$ cat src/rtl/key_conditioner_if.sv
// Key bus between the board buttons, the key conditioner and the game logic.
// The slave side is the conditioner; the master side drives the raw pins.
interface key_conditioner_if #(
  parameter int KEYS_W = 4
);
  logic [KEYS_W-1:0] keys_raw_i;
  logic [KEYS_W-1:0] keys_o;
  logic [KEYS_W-1:0] press_o;
  logic [KEYS_W-1:0] release_o;

  modport slave  (input  keys_raw_i, output keys_o, press_o, release_o);
  modport master (output keys_raw_i, input  keys_o, press_o, release_o);
endinterface

$ cat src/rtl/key_conditioner.sv
// Synchronises and debounces raw push-button pins into clean active-high levels,
// with one-cycle press/release pulses aligned to the level change.
module key_conditioner #(
  parameter int KEYS_W          = 4,
  parameter int DEBOUNCE_CYCLES = 250000,
  parameter int KEY_ACTIVE_LOW  = 1
) (
  input  logic            clk_i,
  input  logic            rst_ni,
  key_conditioner_if.slave bus
);

  localparam int              CNT_W    = $clog2(DEBOUNCE_CYCLES + 1);
  localparam logic [CNT_W-1:0] CNT_LAST = CNT_W'(DEBOUNCE_CYCLES - 1);

  logic [KEYS_W-1:0] w_norm;
  logic [KEYS_W-1:0] w_flip;
  logic [KEYS_W-1:0] r_sync1;
  logic [KEYS_W-1:0] r_sync2;
  logic [KEYS_W-1:0] r_stable;
  logic [KEYS_W-1:0] r_press;
  logic [KEYS_W-1:0] r_release;
  logic [CNT_W-1:0]  r_cnt [KEYS_W];

  assign w_norm = (KEY_ACTIVE_LOW != 0) ? ~bus.keys_raw_i : bus.keys_raw_i;

  // Two-stage synchroniser; reset value 0 is the released level.
  always_ff @(posedge clk_i or negedge rst_ni) begin
    if (!rst_ni) begin
      r_sync1 <= '0;
      r_sync2 <= '0;
    end else begin
      r_sync1 <= w_norm;
      r_sync2 <= r_sync1;
    end
  end

  // A key flips on the edge where it has already differed for DEBOUNCE_CYCLES-1 edges.
  always_comb begin
    w_flip = '0;
    for (int k = 0; k < KEYS_W; k++) begin
      w_flip[k] = (r_sync2[k] != r_stable[k]) && (r_cnt[k] == CNT_LAST);
    end
  end

  always_ff @(posedge clk_i or negedge rst_ni) begin
    if (!rst_ni) begin
      for (int k = 0; k < KEYS_W; k++) begin
        r_cnt[k] <= '0;
      end
    end else begin
      for (int k = 0; k < KEYS_W; k++) begin
        if ((r_sync2[k] == r_stable[k]) || w_flip[k]) begin
          r_cnt[k] <= '0;
        end else begin
          r_cnt[k] <= r_cnt[k] + CNT_W'(1);
        end
      end
    end
  end

  // Pulses are registered on the same edge as the level so they line up with keys_o.
  always_ff @(posedge clk_i or negedge rst_ni) begin
    if (!rst_ni) begin
      r_stable  <= '0;
      r_press   <= '0;
      r_release <= '0;
    end else begin
      r_stable  <= r_stable ^ w_flip;
      r_press   <= w_flip & r_sync2;
      r_release <= w_flip & ~r_sync2;
    end
  end

  assign bus.keys_o    = r_stable;
  assign bus.press_o   = r_press;
  assign bus.release_o = r_release;

endmodule

$ cat src/flat_wrapper.sv
// flat-port wrapper written by rule: the top's interface ports become plain ports
module key_conditioner_flat 
#(
  parameter int KEYS_W          = 4,
  parameter int DEBOUNCE_CYCLES = 250000,
  parameter int KEY_ACTIVE_LOW  = 1
)
  (clk_i, rst_ni, bus_keys_raw_i, bus_keys_o, bus_press_o, bus_release_o);
  key_conditioner_if #(.KEYS_W(KEYS_W)) bus_i ();
  input  logic clk_i;
  input  logic rst_ni;
  input wire logic [$bits(bus_i.keys_raw_i)-1:0] bus_keys_raw_i;
  output wire logic [$bits(bus_i.keys_o)-1:0] bus_keys_o;
  output wire logic [$bits(bus_i.press_o)-1:0] bus_press_o;
  output wire logic [$bits(bus_i.release_o)-1:0] bus_release_o;
  assign bus_i.keys_raw_i = bus_keys_raw_i;
  assign bus_keys_o = bus_i.keys_o;
  assign bus_press_o = bus_i.press_o;
  assign bus_release_o = bus_i.release_o;
  key_conditioner #(.KEYS_W(KEYS_W), .DEBOUNCE_CYCLES(DEBOUNCE_CYCLES), .KEY_ACTIVE_LOW(KEY_ACTIVE_LOW)) u_core (.clk_i(clk_i), .rst_ni(rst_ni), .bus(bus_i));
endmodule
$ cat config.mk
export PLATFORM = sky130hd
export DESIGN_NAME = key_conditioner_flat
export DESIGN_NICKNAME = d
export VERILOG_FILES = /design/src/rtl/key_conditioner_if.sv /design/src/rtl/key_conditioner.sv /design/src/flat_wrapper.sv
export SDC_FILE = /design/constraint.sdc
export NUM_CORES = 1
export LEC_CHECK = 0
export CORE_UTILIZATION = 30
export DETAILED_ROUTE_END_ITERATION = 10
export MAX_ROUTING_LAYER = met4
export PLACE_DENSITY = 0.54
export SYNTH_ARGS = -nofsm -noshare
export SYNTH_HDL_FRONTEND = slang
export SYNTH_SLANG_ARGS = --single-unit
$ cat constraint.sdc
create_clock -name clk_i -period 2.95 [get_ports clk_i]
set_clock_uncertainty 0.2 [all_clocks]
set_input_delay 0.7375 -clock clk_i [delete_from_list [all_inputs] [get_ports clk_i]]
set_output_delay 0.7375 -clock clk_i [all_outputs]
set_load 0.03 [all_outputs]
### Word-level counts from Yosys, hierarchy flattened

Index checks and enable logic that the tools add are counted.

| word-level totals | value |
|---|---|
| register bits | 92 |
| word-level logic and storage cells | 42 |
| input port bits | 6 |

| operators by class | value |
|---|---|
| $add $sub $neg | 4 |
| muxes and demuxes | 4 |
| eq/ne operators | 12 |
| bitwise gates (word level) | 5 |
| reduce and logical (&&, ||, !) cells | 8 |

Operators by type and width:

| cell | number |
|---|---|
| $add 18x1->18 const B | 4 |
| $eq 18x18->1 const B | 4 |
| $mux 18 | 4 |
| $and 4x4->4 | 2 |
| $not 4->4 | 2 |
| $eq 1x1->1 | 4 |
| $logic_and 1x1->1 | 4 |
| $logic_or 1x1->1 | 4 |
| $ne 1x1->1 | 4 |
| $xor 4x4->4 | 1 |

### Longest topological paths before layout

| logic depth | value |
|---|---|
| depth in word-level cells | 4 |
| gate-level depth with buffers | 7 |
| mapped depth without buffers | 5 |

### Worst setup path before layout

OpenSTA, ideal clock, no wires.

| path | value |
|---|---|
| kind | flip-flop to flip-flop |
| from | register u_core.r_cnt[59] (netlist bit) |
| to | register u_core.r_cnt[70] (netlist bit) |
| slack | 963 ps |
| period minus slack after synthesis | 1987 ps |
| path buffers | 2 |
| data arrival time | 1668 ps |
| required time | 2631 ps |
| cell stages (with the launch flop) | 7 |
| path through | dfrtp_1 -> or4b_1 -> nor4_1 -> a31o_2 -> buf_4 -> buf_4 -> nor2_1 |

| on the way | value |
|---|---|
| word-level cells in the longest chain between the ends | 4 |
| elaborated cells between the ends (all ways) | 5 |
| those cells by class | add/sub: 1; eq/ne: 1; mux: 1; reduce/logical: 2 |

RTL lines:

| element | RTL line | source |
|---|---|---|
| start, declared | key_conditioner.sv:23 | `logic [CNT_W-1:0] r_cnt [KEYS_W];` |
| start signal, assigned by index | key_conditioner.sv:56 | `r_cnt[k] <= r_cnt[k] + CNT_W'(1);` |
| parallel branches: the longest is 3 deep, another holds $add 18x1->18 | n/a |  |
| $mux 18 (*) | key_conditioner.sv:53 | `if ((r_sync2[k] == r_stable[k]) \|\| w_flip[k]) begin` |

Every way passes the cells marked *.

==> flow_summary.json <==
{
  "status": "completed",
  "cpPeakStageDelay_ns": 0.71,
  "clk_pin_slew_worst_paths_ns": 0.06,
  "syn_to_final_growth_pct": 15.85,
  "p_leak_nw": 1.956,
  "gr-total-overflow": 0,
  "cpLargestDelayFamily": "buffers and inverters",
  "design.die.area_um2": 14750,
  "dpl.hpwl_um": 5377,
  "rsz0062_at_grt": "no",
  "die_w_um": 121.4,
  "fillers": 1426,
  "ys.flop_type": "dfrtp_1",
  "hold_path_class": "flip-flop to flip-flop",
  "crit_arrival_ns": 1.46,
  "ff_latch_area_um2": 2302,
  "cts.sinks": 92,
  "rrSetupSlack_ns": 0.78,
  "root_buffer": "clkbuf_16",
  "slew_viol_final": 0,
  "core_um2": 13880,
  "cts_hold_buf": 0,
  "cp-start-kind": "flip-flop",
  "synthTopCellsByArea": "dfrtp_1 (54%), xnor2_1 (9.2%), nor2_1 (6.6%)",
  "post-cts-setup-buffers": 0,
  "track_usage_pct": 12.39,
  "die_h_um": 121.4,
  "drc": 0,
  "synth_top_cell_area_share_pct": 53.80,
  "fin_crit_sh_pct": 81.15,
  "critical_path.cell_chain": "clkdlybuf4s50_1",
  "synth_edf_count": 0,
  "power.density_cell_area_nw_per_um2": 485.7,
  "ys_ff_latch": 92,
  "drtPass1Iterations": 4,
  "synth-async-reset-ratio_pct": 100.0,
  "yosysWarnings": 0,
  "totalWireLength_um": 7934,
  "hold_viol": 0,
  "grt_pass1_wl_um": 14010,
  "via_count": 2997,
  "grt_start_max_net_pins": 50,
  "ctsLongestPathBuffers": 2,
  "avgViaCountPerCell": 4.826,
  "min_period_ns": 2.394,
  "fin_nets": 448,
  "setup_ws_ns": 0.5561,
  "ys_types": 39,
  "clk_latency_ns": 0.34,
  "synthCells": 409,
  "maxSlewHeadroom_pct": 57.94,
  "numPortBuffers": 17,
  "worst_pin_slew_ns": 0.6309,
  "cp_max_fo": 5,
  "avgRoutedWirePerCell_um": 12.78,
  "cp_slowest_cell": "clkdlybuf4s50_1",
  "fmax_mhz": 417.7,
  "numCtsBuffers": 9,
  "worstPathRequired_ns": 2.01,
  "cts_tree": "yes",
  "seq_area_frac_synth_pct": 53.80,
  "cp_num_buf_inv": 1,
  "h-tree-depth": 3,
  "worstSetupEndpointType": "primary output",
  "insertedDiodeCount": 0,
  "initial_core_util_pct": 30.83,
  "synth_largest_area_cell": "dfrtp_1",
  "cts_resized": 0,
  "grt_pass1_vias": 2954,
  "std_cell_rows": 43,
  "io_pins": 18,
  "place_congestion": 0.7519,
  "final.setup.tns_ns": 0,
  "antenna_found_initial": 0,
  "path_class": "flip-flop to primary output",
  "synth_nets": 419,
  "netlist_area_um2": 4279,
  "drtIter0Drc": 118,
  "drive_gt1_share_pct": 8.390,
  "vdd_drop_max_mv": 0.2276,
  "drv_cap": 0,
  "multi_input_area_um2": 1892,
  "dp_slack_ns": 0.7853,
  "ant_nets": 0,
  "finalSetupViolCount": 0,
  "avgSynthCellArea_um2": 10.46
}
## layer usage
metal  global-route usage (%)  wire (um)  share of wire, %  up-vias
li1                         -          -                 -     1492
met5                        -          0                 0        -
met4                    6.019        163               2.1        0
met1                    16.59       4008                51     1460
met3                    1.833        177               2.2       13
met2                    18.32       3584                45       32
## worst paths after layout
kind                                        startpoint  depth (start not counted)                         endpoint
max in group asynchronous                       rst_ni                          2  u_core.bus.press_o[1]$_DFF_PN0_
max                                          flip-flop                          1                    bus_keys_o[0]
min in group asynchronous                       rst_ni                          1       u_core.r_cnt[23]$_DFF_PN0_
min reg2reg                u_core.r_sync1[3]$_DFF_PN0_                          0      u_core.r_sync2[3]$_DFF_PN0_
min                        u_core.r_sync1[3]$_DFF_PN0_                          0      u_core.r_sync2[3]$_DFF_PN0_
max reg2reg                 u_core.r_cnt[59]$_DFF_PN0_                          4       u_core.r_cnt[57]$_DFF_PN0_
## Yosys cell counts, drive strengths merged (7+ instances only)
library cell   n
nor3b          8
nand3         29
inv           15
nor3          15
nand4         19
dfrtp         92
xnor2         45
nand2         20
xor2          16
a21oi          7
or4            7
nor4          17
nor2          75
## cell families (layout without fill, tap and decap cells)
group                    after synthesis  count (layout)  synth area share, %
XOR/XNOR                              61              61                12.49
buffers and inverters                 20              52                1.988
multiplexers                           4               4                1.053
flip-flops                            92              92                53.80
AND/OR/NAND/NOR                      210             210                26.20
AO/OA/AOI/OAI                         18              18                3.304
adder cells (fa/ha/maj)                4               4                1.170
## stage by stage
stage	hold slack (ns)	total power, mW	utilization [%]	instances	instance area [um^2]
after floorplan	0.1312	1.356	-	409	4279
after global placement	0.1343	1.406	33.87	607	4701
after detailed placement	0.1389	1.408	33.87	607	4701
after CTS	0.1489	2.447	35.71	621	4957
after global routing	0.1597	2.507	35.71	621	4957
final	0.1492	2.408	35.71	621	4957
## worst register-to-register path: cells and delay by family (launching register included)
kind	cells	cell delay, ns
AOI/OAI and AO/OA	1	0.46
and+or+nand+nor	3	0.93
DFF	1	0.45
## cell usage in the layout, fill, tap and decap left out, types with 8 or more instances in the layout
master and n:
nand2_1 20, xnor2_1 45, inv_1 15, clkbuf_16 9, nand3_1 28, xor2_1 16, nor4_1 17, clkdlybuf4s50_1 16
nand4_1 16, nor3_1 15, dfrtp_1 92, nor3b_1 8, nor2_1 75
## power breakdown
part           switching (mW)  internal [mW]
logic                  0.0528         0.0297
clock network           0.469          0.558
registers              0.0180           1.28
total                   0.540           1.87
## registers in the layout, summed over array words and instances, names as in the netlist, named ones only
signal                count
u_core.bus.press_o        4
u_core.bus.release_o      4
u_core.r_cnt             72
u_core.r_sync1            4
u_core.r_sync2            4
## area by class of cell
type,count,share of cell area (%)
Multi-Input combinational cell,297,38.16
Clock inverter,5,0.6310
Timing Repair Buffer,23,4.543
Inverter,15,1.136
Tap cell,180,4.543
Clock buffer,9,4.543
Sequential cell,92,46.44
No activity file was read; power rests on OpenSTA's default activity.
==> variant, RTL diff (same settings) <==
`DEBOUNCE_CYCLES` is set to 250000 in 2 places; all go to 125000.
--- a/src/rtl/key_conditioner.sv
+++ b/src/rtl/key_conditioner.sv
@@ -2,7 +2,7 @@
 // with one-cycle press/release pulses aligned to the level change.
 module key_conditioner #(
   parameter int KEYS_W          = 4,
-  parameter int DEBOUNCE_CYCLES = 250000,
+  parameter int DEBOUNCE_CYCLES = 125000,
   parameter int KEY_ACTIVE_LOW  = 1
 ) (
   input  logic            clk_i,
--- a/src/flat_wrapper.sv
+++ b/src/flat_wrapper.sv
@@ -2,7 +2,7 @@
 module key_conditioner_flat 
 #(
   parameter int KEYS_W          = 4,
-  parameter int DEBOUNCE_CYCLES = 250000,
+  parameter int DEBOUNCE_CYCLES = 125000,
   parameter int KEY_ACTIVE_LOW  = 1
 )
   (clk_i, rst_ni, bus_keys_raw_i, bus_keys_o, bus_press_o, bus_release_o);
Behaviour: same outputs for any inputs over 10 cycles, from zero or initial values and one cycle with rst_ni low; that may be too few to reach the edited logic, so the function may still have changed.
==> variant against the original RTL <==
- combinational power down 4.4%
- setup slack got worse by 0.0048 ns
- sequential power decreased by 4%
- via count shrank 7.4%
- synthesized area decreased by 5.3%
- maximum frequency decreased by 0.20%
- routed wire length is 4.8% lower
- total power is 2.4% higher
- sequential cell count shrank 4
- first-iteration DRC count rose by 19%
- worst hold slack gained 0.0058 ns
- final area down 4.2%
- critical endpoint is now bus_keys_o[2]
- largest cell class unchanged
==> variant: results (changes against the original RTL) <==
Run status
  – Status: complete, no violations

Setup path
  – R2R setup slack: 0.74 ns (-0.04 ns)
  – CP Capture Point: bus_keys_o[2]
  – R2r startpoint: u_core.r_cnt[46]

Logic synthesis
  – Commonest cells post-synth: dfrtp_1 (88), nor2_1 (70), xnor2_1 (44), nand3_1 (24)
  – Cell variety after synth: 37 (-5.1%)
  – Syn nets: 392 (-6.4%)
  – Sequential element share of the synthesized area: 0.543 (+0.00537)
  – Synth top area cells: dfrtp_1 (54%), xnor2_1 (9.5%), nor2_1 (6.5%), xor2_1 (3.7%), nand3_1 (3.0%)

Power
  – Lkg Pwr: 1.91 nW (-2.3%)
  – VDD IR max: 0.285 mV (+25%)

Route
  – DRT iter0 DRCs: 140 (+19%)
  – Pre-Repair DR Iteration Count: 6 (+2)
  – Drt total wl: 7.56 mm (-4.8%)
  – DR vias: 2,776 (-7.4%)

STA
  – Slew HR: 0.632 (+0.0529)

Place
  – Detail Placement HPWL: 5.21 mm (-3.1%)
  – Final GP Congestion: 0.817 (+8.7%)
  – Post-place setup slack: 0.729 ns (-0.0559 ns)
  – Area post-placement: 4450 sq um (-5.3%)

Layout
  – Layout net count: 419 (-6.5%)
  – Largest register FFs: 68 (-5.6%)
  – # fillers: 1,320 (-7.4%)

Global routing
  – Vias in the first global route: 2,893 (-2.1%)
  – First-pass GRT wire length: 13.8 mm (-1.8%)
  – Pin count of the biggest net entering global routing: 44 (-12%)
variant: cell types whose count changed in the layout (fill, tap and decap cells not counted), moves of 3 or more:
cell / delta
nand2_1: -4
nand3_1: -4
dfrtp_1: -4
and3_1: +3
or4b_1: -3
or3_1: -3
a21oi_1: -5
nor2_1: -5
variant: cell type report:
cell class	count	area, sq um	area share
Inverter	13	48.8	0.0103
Sequential cell	88	2200	0.464
Timing Repair Buffer	23	213	0.0448
Multi-Input combinational cell	274	1770	0.372
Tap cell	176	220	0.0464
Clock inverter	3	40.0	0.00843
Clock buffer	13	260	0.0548
variant: worst min-delay path by stage:
stage                                 start                end  slack (ns)  cells past startpoint
after floorplan           u_core.r_sync1[0]  u_core.r_sync2[0]        0.13                      0
after global placement    u_core.r_sync1[0]  u_core.r_sync2[0]        0.13                      0
after detailed placement  u_core.r_sync1[0]  u_core.r_sync2[0]        0.14                      0
after CTS                 u_core.r_sync1[1]  u_core.r_sync2[1]        0.16                      0
after global routing      u_core.r_sync1[0]  u_core.r_sync2[0]        0.16                      0
final                     u_core.r_sync1[0]  u_core.r_sync2[0]        0.15                      0
variant: cell families after synthesis:
kind of cell | Yosys count | share of synthesized area
DFF | 88 | 0.543
muxes | 4 | 0.0130
adders and majority gates | 4 | 0.0123
AOI/OAI and AO/OA | 8 | 0.0182
and+or+nand+nor | 197 | 0.260
buffers and inverters | 20 | 0.0210
xor gates and xnor gates | 61 | 0.132
variant: metal layers:
metal  routed length (microns)  track usage  share of wire
met1                      3780        0.162           0.50
met4                       101       0.0361          0.013
met2                      3390        0.189           0.45
met5                         0            -              0
met3                       285       0.0415          0.038
variant: per-stage QoR:
stage	instances	total power, mW
after floorplan	382	1.30
after global placement	574	1.35
after detailed placement	574	1.35
after CTS	590	2.51
after global routing	590	2.59
final	590	2.47
variant: where the power goes:
part | switching [mW] | internal (mW)
Combinational | 0.0510 | 0.0279
Sequential | 0.0205 | 1.23
Clock | 0.440 | 0.700
